## src/rtl/lcd_pkg.sv

```systemverilog
// Shared constants and FSM encoding for the HD44780 4-bit interface.
package lcd_pkg;

  // Clock and HD44780 delay constants, in CLK cycles at FREQ.
  localparam int FREQ   = 50_000_000;
  localparam int t1_uS  = FREQ / 1_000_000;
  localparam int t10us  = 10   * t1_uS;
  localparam int t53us  = 53   * t1_uS;
  localparam int t100us = 100  * t1_uS;
  localparam int t3ms   = 3000 * t1_uS;
  localparam int t4_1ms = 4100 * t1_uS;

  // {RS, D7..D4} command word and post-command delay widths.
  localparam int LCD_CMD_W   = 5;
  localparam int LCD_DELAY_W = 21;
  localparam int LCD_RS_BIT  = 4;
  localparam int LCD_PHASE_W = 8;

  typedef enum logic [2:0] {
    ST_IDLE  = 3'd0,
    ST_SETUP = 3'd1,
    ST_PULSE = 3'd2,
    ST_HOLD  = 3'd3,
    ST_WAIT  = 3'd4
  } lcd_state_t;

endpackage

```

## src/rtl/lcd_cycle_timer.sv

```systemverilog
// Loadable down-counter. After loading value V (V >= 1), o_expired is high
// in the V-th cycle of counting, so a state lasts exactly V clock edges.
module lcd_cycle_timer
  import lcd_pkg::*;
#(
  parameter int W = LCD_PHASE_W
) (
  input  logic         i_clk,
  input  logic         i_rst,
  input  logic         i_load,
  input  logic [W-1:0] i_value,
  input  logic         i_en,
  output logic         o_expired
);

  logic [W-1:0] r_cnt;

  // Load has priority; otherwise count down while enabled, saturating at 0.
  always_ff @(posedge i_clk) begin
    if (i_rst)                         r_cnt <= '0;
    else if (i_load)                   r_cnt <= i_value;
    else if (i_en && (r_cnt != '0))    r_cnt <= r_cnt - W'(1);
  end

  assign o_expired = (r_cnt <= W'(1));

endmodule

```

## src/rtl/lcd_nibble_tx.sv

```systemverilog
// HD44780 4-bit physical-layer transmitter: drives {RS,D7..D4} and E with
// setup / pulse-width / hold timing, waits a caller delay, pulses commandDone.
// Optional macro LCD_NIBBLE_TX_BUSY_EN adds a 'busy' output (FSM != IDLE).
module lcd_nibble_tx #(
  parameter int FREQ      = 50_000_000,
  parameter int SETUP_CYC = 2,
  parameter int PW_CYC    = 12,
  parameter int HOLD_CYC  = 1
) (
  input  logic                          CLK,
  input  logic                          RST,
  input  logic                          sendCommand,
  input  logic [lcd_pkg::LCD_CMD_W-1:0]   command,
  input  logic [lcd_pkg::LCD_DELAY_W-1:0] commandDelay,
`ifdef LCD_NIBBLE_TX_BUSY_EN
  output logic                          busy,
`endif
  output logic                          commandDone,
  output logic [lcd_pkg::LCD_CMD_W-1:0]   LCD_D,
  output logic                          LCD_E
);

  import lcd_pkg::*;

  // Phase counter is 8 bits; reject unusable timing at elaboration.
  if (FREQ < 1 || SETUP_CYC < 1 || SETUP_CYC > 255 || PW_CYC < 1 ||
      PW_CYC > 255 || HOLD_CYC < 1 || HOLD_CYC > 255) begin : g_param_chk
    $error("lcd_nibble_tx: timing parameters out of range");
  end

  localparam logic [LCD_PHASE_W-1:0] SETUP_V = LCD_PHASE_W'(SETUP_CYC);
  localparam logic [LCD_PHASE_W-1:0] PW_V    = LCD_PHASE_W'(PW_CYC);
  localparam logic [LCD_PHASE_W-1:0] HOLD_V  = LCD_PHASE_W'(HOLD_CYC);

  lcd_state_t               r_state, w_next_state;
  logic [LCD_DELAY_W-1:0]   r_delay;
  logic                     w_accept;
  logic                     w_ph_load, w_ph_en, w_ph_exp;
  logic [LCD_PHASE_W-1:0]   w_ph_val;
  logic                     w_dl_load, w_dl_en, w_dl_exp;
  logic                     w_e_next, w_done_next;

  lcd_cycle_timer #(.W(LCD_PHASE_W)) u_phase_timer (
    .i_clk     (CLK),
    .i_rst     (RST),
    .i_load    (w_ph_load),
    .i_value   (w_ph_val),
    .i_en      (w_ph_en),
    .o_expired (w_ph_exp)
  );

  lcd_cycle_timer #(.W(LCD_DELAY_W)) u_delay_timer (
    .i_clk     (CLK),
    .i_rst     (RST),
    .i_load    (w_dl_load),
    .i_value   (r_delay),
    .i_en      (w_dl_en),
    .o_expired (w_dl_exp)
  );

  assign w_ph_en = (r_state == ST_SETUP) || (r_state == ST_PULSE) || (r_state == ST_HOLD);
  assign w_dl_en = (r_state == ST_WAIT);

  // State register.
  always_ff @(posedge CLK) begin
    if (RST) r_state <= ST_IDLE;
    else     r_state <= w_next_state;
  end

  // Next-state, timer loads and next values of the registered pin outputs.
  always_comb begin
    w_next_state = r_state;
    w_accept     = 1'b0;
    w_ph_load    = 1'b0;
    w_ph_val     = SETUP_V;
    w_dl_load    = 1'b0;
    w_e_next     = 1'b0;
    w_done_next  = 1'b0;
    unique case (r_state)
      ST_IDLE: begin
        if (sendCommand) begin
          w_accept     = 1'b1;
          w_ph_load    = 1'b1;
          w_ph_val     = SETUP_V;
          w_next_state = ST_SETUP;
        end
      end
      ST_SETUP: begin
        if (w_ph_exp) begin
          w_e_next     = 1'b1;
          w_ph_load    = 1'b1;
          w_ph_val     = PW_V;
          w_next_state = ST_PULSE;
        end
      end
      ST_PULSE: begin
        w_e_next = 1'b1;
        if (w_ph_exp) begin
          w_e_next     = 1'b0;
          w_ph_load    = 1'b1;
          w_ph_val     = HOLD_V;
          w_next_state = ST_HOLD;
        end
      end
      ST_HOLD: begin
        if (w_ph_exp) begin
          // A zero delay skips WAIT entirely and completes now.
          if (r_delay == '0) begin
            w_done_next  = 1'b1;
            w_next_state = ST_IDLE;
          end else begin
            w_dl_load    = 1'b1;
            w_next_state = ST_WAIT;
          end
        end
      end
      ST_WAIT: begin
        if (w_dl_exp) begin
          w_done_next  = 1'b1;
          w_next_state = ST_IDLE;
        end
      end
      default: w_next_state = ST_IDLE;
    endcase
  end

  // Registered pins plus the command/delay latch, captured only on accept.
  always_ff @(posedge CLK) begin
    if (RST) begin
      LCD_D       <= '0;
      LCD_E       <= 1'b0;
      commandDone <= 1'b0;
      r_delay     <= '0;
    end else begin
      LCD_E       <= w_e_next;
      commandDone <= w_done_next;
      if (w_accept) begin
        LCD_D   <= command;
        r_delay <= commandDelay;
      end
    end
  end

`ifdef LCD_NIBBLE_TX_BUSY_EN
  assign busy = (r_state != ST_IDLE);
`endif

endmodule
```

## config.mk

```make
export PLATFORM = sky130hd
export DESIGN_NAME = lcd_nibble_tx
export DESIGN_NICKNAME = d
export VERILOG_FILES = /design/src/rtl/lcd_pkg.sv /design/src/rtl/lcd_cycle_timer.sv /design/src/rtl/lcd_nibble_tx.sv
export SDC_FILE = /design/constraint.sdc
export NUM_CORES = 1
export LEC_CHECK = 0
export BUFFER_PORTS_ARGS = -buffer_cell sky130_fd_sc_hd__buf_2
export CORE_MARGIN = 3
export CORE_UTILIZATION = 45
export DETAILED_ROUTE_END_ITERATION = 10
export SYNTH_ARGS = -nofsm -noshare
export SYNTH_HDL_FRONTEND = slang
export SYNTH_SLANG_ARGS = --single-unit
```

## constraint.sdc

```tcl
create_clock -name CLK -period 7.65 [get_ports CLK]
set_input_delay 0 -clock CLK [delete_from_list [all_inputs] [get_ports CLK]]
set_output_delay 0 -clock CLK [all_outputs]
set_load 0.01 [all_outputs]
```

==> qor.yml, run 1 <==
crit_chain: "or4_4, or4_4, o21ai_0, o311ai_0, a21oi_1"
critical_path_peak_fanout: 11
synth_edf_count: 0
grt_overflow: 0
ys_ff_latch: 60
setup_tns_ns: 0
final_util_pct: 58.7
cts-root-buf: "clkbuf_8"
grt_first_pass_wirelength_um: 12600
synth_ff_type: "dfxtp_1"
post_drt_wl_per_cell_um: 15.1
portBuffers: 35
vias_per_cell: 5.69
slowest_stage: "o21ai_0"
start_util_pct: 47.7
worst_pin_slew_ns: 1.22
antenna_cells: 0
htree_levels: 3
hold_path_class: "input pin to flop"
nets: 445
timing.rr.end: "u_delay_timer.r_cnt[7]"
grt_pass1_vias: 2599
syn-cell-area_um2: 2890
power_density_nw_per_um2: 301
postRouteAntennaNets: 0
max_freq_mhz: 330
drive_gt1_share_pct: 15.9
fillers: 563
reg2reg_depth: 5
cpPeakStageDelay_ns: 0.98
crit-reg2reg-launch: "u_delay_timer.r_cnt[3]"
clk_pin_slew_worst_paths_ns: 0.07
area_growth_pct: 23.2
num_vias: 2788
dieArea_um2: 7420
core.rowCount: 28
synth_cell_types: 50
hold_viol: 0
path_class: "flop to flop"
finalMaxSlewViolations: 0
avgSynthCellArea_um2: 8.12
syn_inst: 356
power.leakage_uw: 0.00134
p_total_uw: 1070
critPathArrivalTime_ns: 3.29
slew_headroom_pct: 17.6
grt_max_degree: 57
critPathCaptureType: "flop"
hold_start: "sendCommand"
pin_count: 36
dpl.hpwl_um: 4860
gp_congestion: 0.812
clk_path_buf_depth: 2
min_path_cells: 3
dr.first_iter.drc_count: 162
cts_tree: "done"
ir_worst_vdd_v: 0.000192
post-place-ws_ns: 4.71
synth_fp_nets: 390
stdcell_area_um2: 3560
cts_sinks: 60
firstDrtPassIters: 4
place_area_um2: 3110
synth-seq-area-share_pct: 41.6
worst_setup_path_start_kind: "flop"
core_area_um2: 6060
min_to: "r_state[2]"
r2r_setup_slack_ns: 4.62
rsz0062_at_grt: "no"
post-route-min-period_ns: 3.03
critical_path_required_ns: 7.91
clkLatencyLatePin_ns: 0.34
die_x_um: 86.1
routed_wl_um: 7420
synth_warnings: 0
timing.final.ws_setup_ns: 4.62
antenna_found_initial: 0
crit_top_cell: "or4_4"
max_cap_viol_count: 0
numCtsBuffers: 9
finalCritPeriodShare_pct: 39.6
setup-violations-final: 0
drcViolationCount: 0
synthArstFlopShare_pct: 0
finalClockSkew_ns: 0.00612
die_height_um: 86.1
grt_usage_pct: 21.2
status: "finished clean"
## timing repair
item | CTS | global route
resized for setup | 0 | 0
buffers inserted | 0 | 0
hold endpoints to repair | 26 | 0
hold buffers | 26 | 0
## flip-flops by register name, summed over array words and instances (netlist names)
register / flops
LCD_D: 5
commandDone: 1
u_delay_timer.r_cnt: 21
LCD_E: 1
r_delay: 21
u_phase_timer.r_cnt: 8
r_state: 3
## layout make-up
class	count	area, um^2	share of cell area, %
clock buffers	9	124	3.48
clock inverters	6	66.3	1.86
inverters	7	26.3	0.738
multi-input cells	269	1590	44.7
flip-flops and latches	60	1200	33.8
well taps	75	93.8	2.64
repair buffers	64	458	12.9
## report_power, final
part / internal, uW / switching, uW / total (uW)
registers: 363 / 52.4 / 415
clock network: 148 / 129 / 277
logic: 154 / 226 / 380
total: 665 / 407 / 1070
## critical path, delay by kind of cell (launching register included)
kind             cells  cell delay, ns
AND/OR/NAND/NOR      2            1.16
AO/OA/AOI/OAI        3            1.40
flip-flops           1            0.38
## worst max path at each step
stage,start,end,slack (ns),cells after the start
2_1_floorplan,u_delay_timer.r_cnt[3],u_delay_timer.r_cnt[20],5.11,6
3_3_place_gp,u_delay_timer.r_cnt[3],u_delay_timer.r_cnt[7],4.76,5
3_5_place_dp,u_delay_timer.r_cnt[3],u_delay_timer.r_cnt[7],4.71,5
4_1_cts,u_delay_timer.r_cnt[3],u_delay_timer.r_cnt[7],4.67,5
5_1_grt,u_delay_timer.r_cnt[3],u_delay_timer.r_cnt[7],4.48,5
6_report,u_delay_timer.r_cnt[3],u_delay_timer.r_cnt[7],4.62,5
## through the flow
step | hold WS, ns | std cells
3_3_place_gp | 0.240 | 449
3_5_place_dp | 0.245 | 449
4_1_cts | 0.0418 | 490
5_1_grt | 0.108 | 490
6_report | 0.0554 | 490
2_1_floorplan | 0.136 | 356
## cells in the mapped netlist, types with 3 or more instances
library cell,count,area [um^2]
nor3_1,14,70.1
a21oi_1,36,180
a2bb2oi_1,5,43.8
nor4_1,8,50.1
o21ai_0,9,45.0
o311ai_0,4,35.0
inv_1,7,26.3
or4_1,6,45.0
or3_1,13,81.3
a211oi_1,3,22.5
ha_1,5,62.6
a31oi_1,16,100
xor2_1,5,43.8
nand4_1,3,18.8
nor2_1,14,52.6
dfxtp_1,60,1200
nand3_1,8,40.0
or2_2,4,25.0
o22a_1,3,26.3
clkbuf_1,19,71.3
o211ai_1,11,82.6
nand2_1,67,251
## cell families after synthesis
family	synth area share, %
flip-flops	41.6
AO/OA/AOI/OAI	23.7
AND/OR/NAND/NOR	26.9
buffers and inverters	3.77
adder cells (fa/ha/maj)	2.17
XOR/XNOR	1.82
## layout by cell type (no fill, tap or decap), drive strengths merged, types with 2 or more instances in the layout
cell type	Yosys	routed
a211oi	3	3
a21oi	36	36
a22oi	2	2
a2bb2oi	5	5
a31oi	16	16
buf	1	38
clkbuf	19	9
clkinv	0	2
clkinvlp	0	3
dfxtp	60	60
dlygate4sd3	0	26
ha	5	5
inv	7	7
nand2	67	67
nand2b	2	2
nand3	8	8
nand3b	2	2
nand4	3	3
nand4b	2	2
nor2	14	14
nor3	14	14
nor3b	2	2
nor4	8	8
o211ai	11	11
o21ai	10	10
o221a	2	2
o22a	3	3
o2bb2a	2	2
o311ai	4	4
or2	4	4
or3	15	15
or4	8	8
xor2	5	5
## metal layers
layer	vias to the layer above	GRT usage, %	wire length, um
li1	1431	-	-
met1	1292	28.7	3570
met2	54	32.4	3340
met3	11	5.86	369
met4	0	7.34	129
met5	-	0	0
Note: power is estimated with default switching activity, not from simulation.
==> run 2, diff against run 1 <==
- ABC_AREA: not set -> 1
- PLACE_DENSITY: not set -> 0.66
- clock period: 7.65 -> 2.7 ns (I/O delays scaled with it)
==> run 2 against run 1 <==
  * Clock power grew to 3.1 times the previous value
  * Sequential share of layout area down 5.0 points
  * Worst setup slack lost 3.8 ns
  * Sequential power grew to 2.8 times the previous value
  * Global-route usage increased by 0.12 points
  * Core utilization decreased by 2.0 points
  * Worst hold slack better by 0.045 ns
  * Non-clock buffer count rose by 2
  * Count of clock-buffer cells in the layout up 1
  * Synthesized cell count is 53% higher
  * Sequential cell count is the same
  * Largest power group is now combinational logic
  * Highest routed layer unchanged
==> qor.yml, run 2 <==
synth_top_area_share_pct: 34.5
nets: 635
met1_usage_pct: 29.7
routed_wl_um: 8700
multi_input_area_um2: 1990
timing.final.ws_setup_ns: 0.830
grt_max_degree: 31
synth_ff_type: "dfxtp_1"
post-place-ws_ns: 0.827
synth_warnings: 0
p_total_uw: 3410
clk_pin_slew_worst_paths_ns: 0.08
cts-root-buf: "clkbuf_8"
critical_path_peak_fanout: 25
grt.busiest_layer: "met2"
synth_edf_count: 0
cts_setup_buffers: 0
post-route-min-period_ns: 1.87
worst_setup_path_start_kind: "flop"
worst_pin_slew_ns: 0.735
core.rowCount: 31
setup_tns_ns: 0
cellInternalPower_uw: 1960
crit_top_cell: "nor2_1"
seq_power_share_pct: 34.7
clk_path_buf_depth: 2
layout_commonest_cell: "nand2_1"
portBuffers: 35
hold_path_class: "input pin to flop"
grt_first_pass_wirelength_um: 15100
ir_worst_vdd_v: 0.000583
start_util_pct: 47.2
grt_pass1_vias: 3297
gp_congestion: 0.834
grt_usage_pct: 21.3
max_freq_mhz: 535
drcViolationCount: 0
finalMaxSlewViolations: 0
firstDrtPassIters: 5
power.leakage_uw: 0.00202
critPathCaptureType: "flop"
core_area_um2: 7370
max_cap_viol_count: 0
synth_top_cell_by_area: "dfxtp_1"
power_density_nw_per_um2: 816
synth.top_cells.by_count: "166 x nand2_1, 76 x nor2_1, 60 x dfxtp_1"
die_x_um: 94.0
final_util_pct: 56.7
power.clock.fraction_pct: 25.2
path_class: "flop to flop"
num_vias: 3473
synth_cell_types: 28
postRouteAntennaNets: 0
synth-seq-area-share_pct: 34.5
synth_fp_nets: 579
status: "finished clean"
critPathArrivalTime_ns: 2.10
dieArea_um2: 8830
hold_ws_ns: 0.101
yosysMostFrequentCell: "nand2_1"
met2_usage_pct: 33.6
synthArstFlopShare_pct: 0
fillers: 741
cts_sinks: 60
rsz0062_at_grt: "no"
vias_per_cell: 4.93
crit_chain: "inv_1, ha_1, nand2_1, nand2_1, nand2_2, inv_4, nand3_4, nand2_4, nor2_1, nor2_1, nor2_1"
pwr-share-comb_pct: 40.1
grt_use_met3_pct: 3.21
die_height_um: 94.0
dpl.hpwl_um: 6010
switchingPower_uw: 1450
slowest_stage: "dfxtp_1"
final_cell_mix: "166 x nand2_1, 76 x nor2_1, 60 x dfxtp_1, 41 x inv_1, 38 x a21oi_1"
cpPeakStageDelay_ns: 0.34
reg_top3: "r_delay (21), u_delay_timer.r_cnt (21), u_phase_timer.r_cnt (8)"
clkLatencyLatePin_ns: 0.34
syn-cell-area_um2: 3480
dr.first_iter.drc_count: 213
postCtsHoldBufs: 26
finalCritPeriodShare_pct: 69.3
setup-violations-final: 0
drive_gt1_share_pct: 17.8
antenna_found_initial: 0
ys_ff_latch: 60
regArea_um2: 1200
hold_viol: 0
finalClockSkew_ns: 0.00917
avgSynthCellArea_um2: 6.39
grt_overflow: 0
syn_inst: 545
synth_area_leaders: "dfxtp_1 34%, nand2_1 18%, nor2_1 8.2%"
antenna_cells: 0
htree_levels: 3
post_drt_wl_per_cell_um: 12.3
area_growth_pct: 20.1
cts_tree: "done"
pin_count: 36
ctsResizeCount: 0
switching_share_pct: 42.5
critical_path_required_ns: 2.93
slew_headroom_pct: 50.8
numCtsBuffers: 9
## run 2: per-layer routing
| metal | part of all wire [%] | up-vias |
|---|---|---|
| met5 | 0 | - |
| met4 | 1.3 | 0 |
| met3 | 4.3 | 11 |
| met2 | 44 | 92 |
| met1 | 50 | 1535 |
| li1 | - | 1835 |
## run 2: power by group through the flow
stage	sequential, uW	clock [uW]	combinational, uW
2_1_floorplan	1170	0	1080
3_3_place_gp	1190	0	1300
3_5_place_dp	1200	0	1330
4_1_cts	1180	874	1370
5_1_grt	1200	916	1580
6_report	1180	860	1370
## run 2: path summary, 6_finish.rpt
check,from,slack (ns),depth (start not counted),end
setup reg to reg,u_phase_timer.r_cnt[0],0.83,11,u_delay_timer.r_cnt[10]
hold / removal,RST,0.10,2,LCD_D[2]
hold reg to reg,LCD_D[4],0.46,2,LCD_D[4]
setup / recovery,u_phase_timer.r_cnt[0],0.83,11,u_delay_timer.r_cnt[10]
## run 2: worst max-delay path: cells and delay by family (launching register included)
kind	cells	cell delay, ns
adder cells (fa/ha/maj)	1	0.21
AND/OR/NAND/NOR	8	0.90
buffers and inverters	2	0.30
flip-flops	1	0.34
## run 2: final cells by class
| cell class | instances | share of cell area, % |
|---|---|---|
| multi-input cells | 415 | 47.5 |
| flip-flops and latches | 60 | 28.7 |
| repair buffers | 66 | 11.3 |
| inverters | 49 | 4.46 |
| clock buffers | 10 | 3.29 |
| well taps | 99 | 2.96 |
| clock inverters | 6 | 1.71 |
## run 2: metrics by stage
stage	instances	instance area, um^2
after floorplan	545	3480
after global placement	663	3710
after detailed placement	663	3710
after CTS	705	4180
after global routing	705	4180
final	705	4180
## run 2: kinds of logic (layout without fill, tap and decap cells)
kind of cell    count (synthesis)  in the layout  share of synthesized area, %
xor+xnor                       13             13                          3.27
flops                          60             60                          34.5
buf+inv                        70            131                          8.41
compound gates                 49             49                          7.04
simple gates                  348            348                          45.0
fa+ha+maj                       5              5                          1.80
==> run 3, diff against run 2 <==
- PLACE_DENSITY: 0.66 -> not set
- clock period: 2.7 -> 1.9 ns (I/O delays scaled with it)
==> run 3 against run 2 <==
  * Die area stayed put
  * Sequential share of layout area is 0.29 points lower
  * Maximum frequency is 8.7% higher
  * Cell count up 0.57%
  * Register-to-register slack got worse by 0.65 ns
  * Core utilization grew 0.65 points
  * Count of clock-buffer cells in the layout up 2
  * Clock power up 40%
  * Wire length rose by 3.5%
  * Largest cell class unchanged
==> qor.yml, run 3 (same netlist as run 2, synthesis figures left out) <==
status: "finished clean"
critPathCaptureType: "flop"
dr.first_iter.drc_count: 144
hold_path_class: "input pin to flop"
reg_top3: "r_delay (21), u_delay_timer.r_cnt (21), u_phase_timer.r_cnt (8)"
drive_gt1_share_pct: 18.5
critical-path-top-delay-family: "simple AND/OR/NAND/NOR gates"
clkLatencyLatePin_ns: 0.35
grt_pass1_vias: 3247
ir_worst_vdd_v: 0.000724
setup-violations-final: 0
cpPeakStageDelay_ns: 0.34
portBuffers: 35
dieArea_um2: 8830
cts-root-buf: "clkbuf_8"
slew_headroom_pct: 68.9
routed_wl_um: 9010
critical_path_peak_fanout: 16
critPathArrivalTime_ns: 1.94
die_height_um: 94.0
critical_path_required_ns: 2.12
firstDrtPassIters: 4
worst_setup_path_start_kind: "flop"
grt_max_degree: 38
finalClockSkew_ns: 0.00915
grt_usage_pct: 21.9
crit_chain: "inv_1, ha_1, nand2_1, nand2_1, nand2_2, inv_4, nand3_4, nand2_8, nor2_1, nor2_1, nor2_1"
cts_sinks: 60
fillers: 740
core.rowCount: 31
clk_path_buf_depth: 2
timing.rr.end: "u_delay_timer.r_cnt[9]"
hold_start: "RST"
antenna_cells: 0
core_area_um2: 7370
final_util_pct: 57.4
max_cap_viol_count: 0
dpl.hpwl_um: 6310
cts_tree: "done"
min_path_cells: 2
num_vias: 3500
hold_ws_ns: 0.0142
r2r_setup_slack_ns: 0.18
start_util_pct: 47.2
grt_first_pass_wirelength_um: 15300
gp_congestion: 0.858
setup_tns_ns: 0
htree_levels: 3
stdcell_area_um2: 4230
path_class: "flop to flop"
cts_setup_buffers: 0
finalCritPeriodShare_pct: 90.6
pin_count: 36
min_to: "u_delay_timer.r_cnt[12]"
crit-reg2reg-launch: "u_phase_timer.r_cnt[0]"
area_growth_pct: 21.5
worst_pin_slew_ns: 0.467
hold_viol: 0
postRouteAntennaNets: 0
post_drt_wl_per_cell_um: 12.7
nets: 639
clk_pin_slew_worst_paths_ns: 0.07
antenna_found_initial: 0
max_freq_mhz: 581
drcViolationCount: 0
post-route-min-period_ns: 1.72
final_cell_mix: "165 x nand2_1, 76 x nor2_1, 59 x dfxtp_1, 41 x inv_1, 38 x a21oi_1"
place_area_um2: 3740
reg2reg_depth: 11
vias_per_cell: 4.94
power.leakage_uw: 0.00205
rsz0062_at_grt: "no"
startpoint: "u_phase_timer.r_cnt[0]"
power_density_nw_per_um2: 1160
layout_commonest_cell: "nand2_1"
die_x_um: 94.0
slowest_stage: "dfxtp_2"
grt_overflow: 0
finalMaxSlewViolations: 0
crit_top_cell: "nor2_1"
numCtsBuffers: 9
path_buf_inv: 2
-- run 3: timing repair --
item,CTS,global route
hold buffers,26,0
gates resized for setup,0,8
hold endpoints to repair,26,0
endpoints found under the setup margin,0,13
-- run 3: how the worst max path moves through the flow --
stage	end	slack (ns)	cells after the start
2_1_floorplan	u_delay_timer.r_cnt[1]	0.32	12
3_3_place_gp	u_phase_timer.r_cnt[6]	0.18	11
3_5_place_dp	u_delay_timer.r_cnt[9]	0.14	11
4_1_cts	u_delay_timer.r_cnt[9]	0.11	11
5_1_grt	u_phase_timer.r_cnt[6]	0.03	11
6_report	u_delay_timer.r_cnt[9]	0.18	11
-- run 3: metal layers --
| metal | vias to the layer above | routed length (um) | global-route usage (%) |
|---|---|---|---|
| met4 | 0 | 148 | 8.06 |
| met1 | 1570 | 4390 | 29.3 |
| met3 | 15 | 365 | 4.73 |
| met2 | 68 | 4110 | 34.5 |
| met5 | - | 0 | 0 |
| li1 | 1847 | - | - |
-- run 3: metrics by stage --
| step | power, uW | cells | setup slack (ns) |
|---|---|---|---|
| final | 4920 | 709 | 0.179 |
| after global routing | 5340 | 709 | 0.0319 |
| after CTS | 4880 | 709 | 0.112 |
| after detailed placement | 3630 | 667 | 0.135 |
| after global placement | 3610 | 667 | 0.184 |
| after floorplan | 3200 | 545 | 0.323 |
-- run 3: layout make-up --
class,count,area [um^2],share of cell area [%]
timing repair buffer,70,507,12.0
clock buffer,12,155,3.67
multi-input combinational,415,2000,47.4
clock inverter,4,47.5,1.12
sequential,60,1200,28.4
tap,99,124,2.93
inverter,49,189,4.47
-- run 3: power by group --
part | leakage, uW | internal [uW] | switching [uW] | total [uW]
Sequential | 0.000489 | 1480 | 208 | 1690
Clock | 0.000102 | 673 | 524 | 1200
Combinational | 0.00146 | 727 | 1310 | 2030
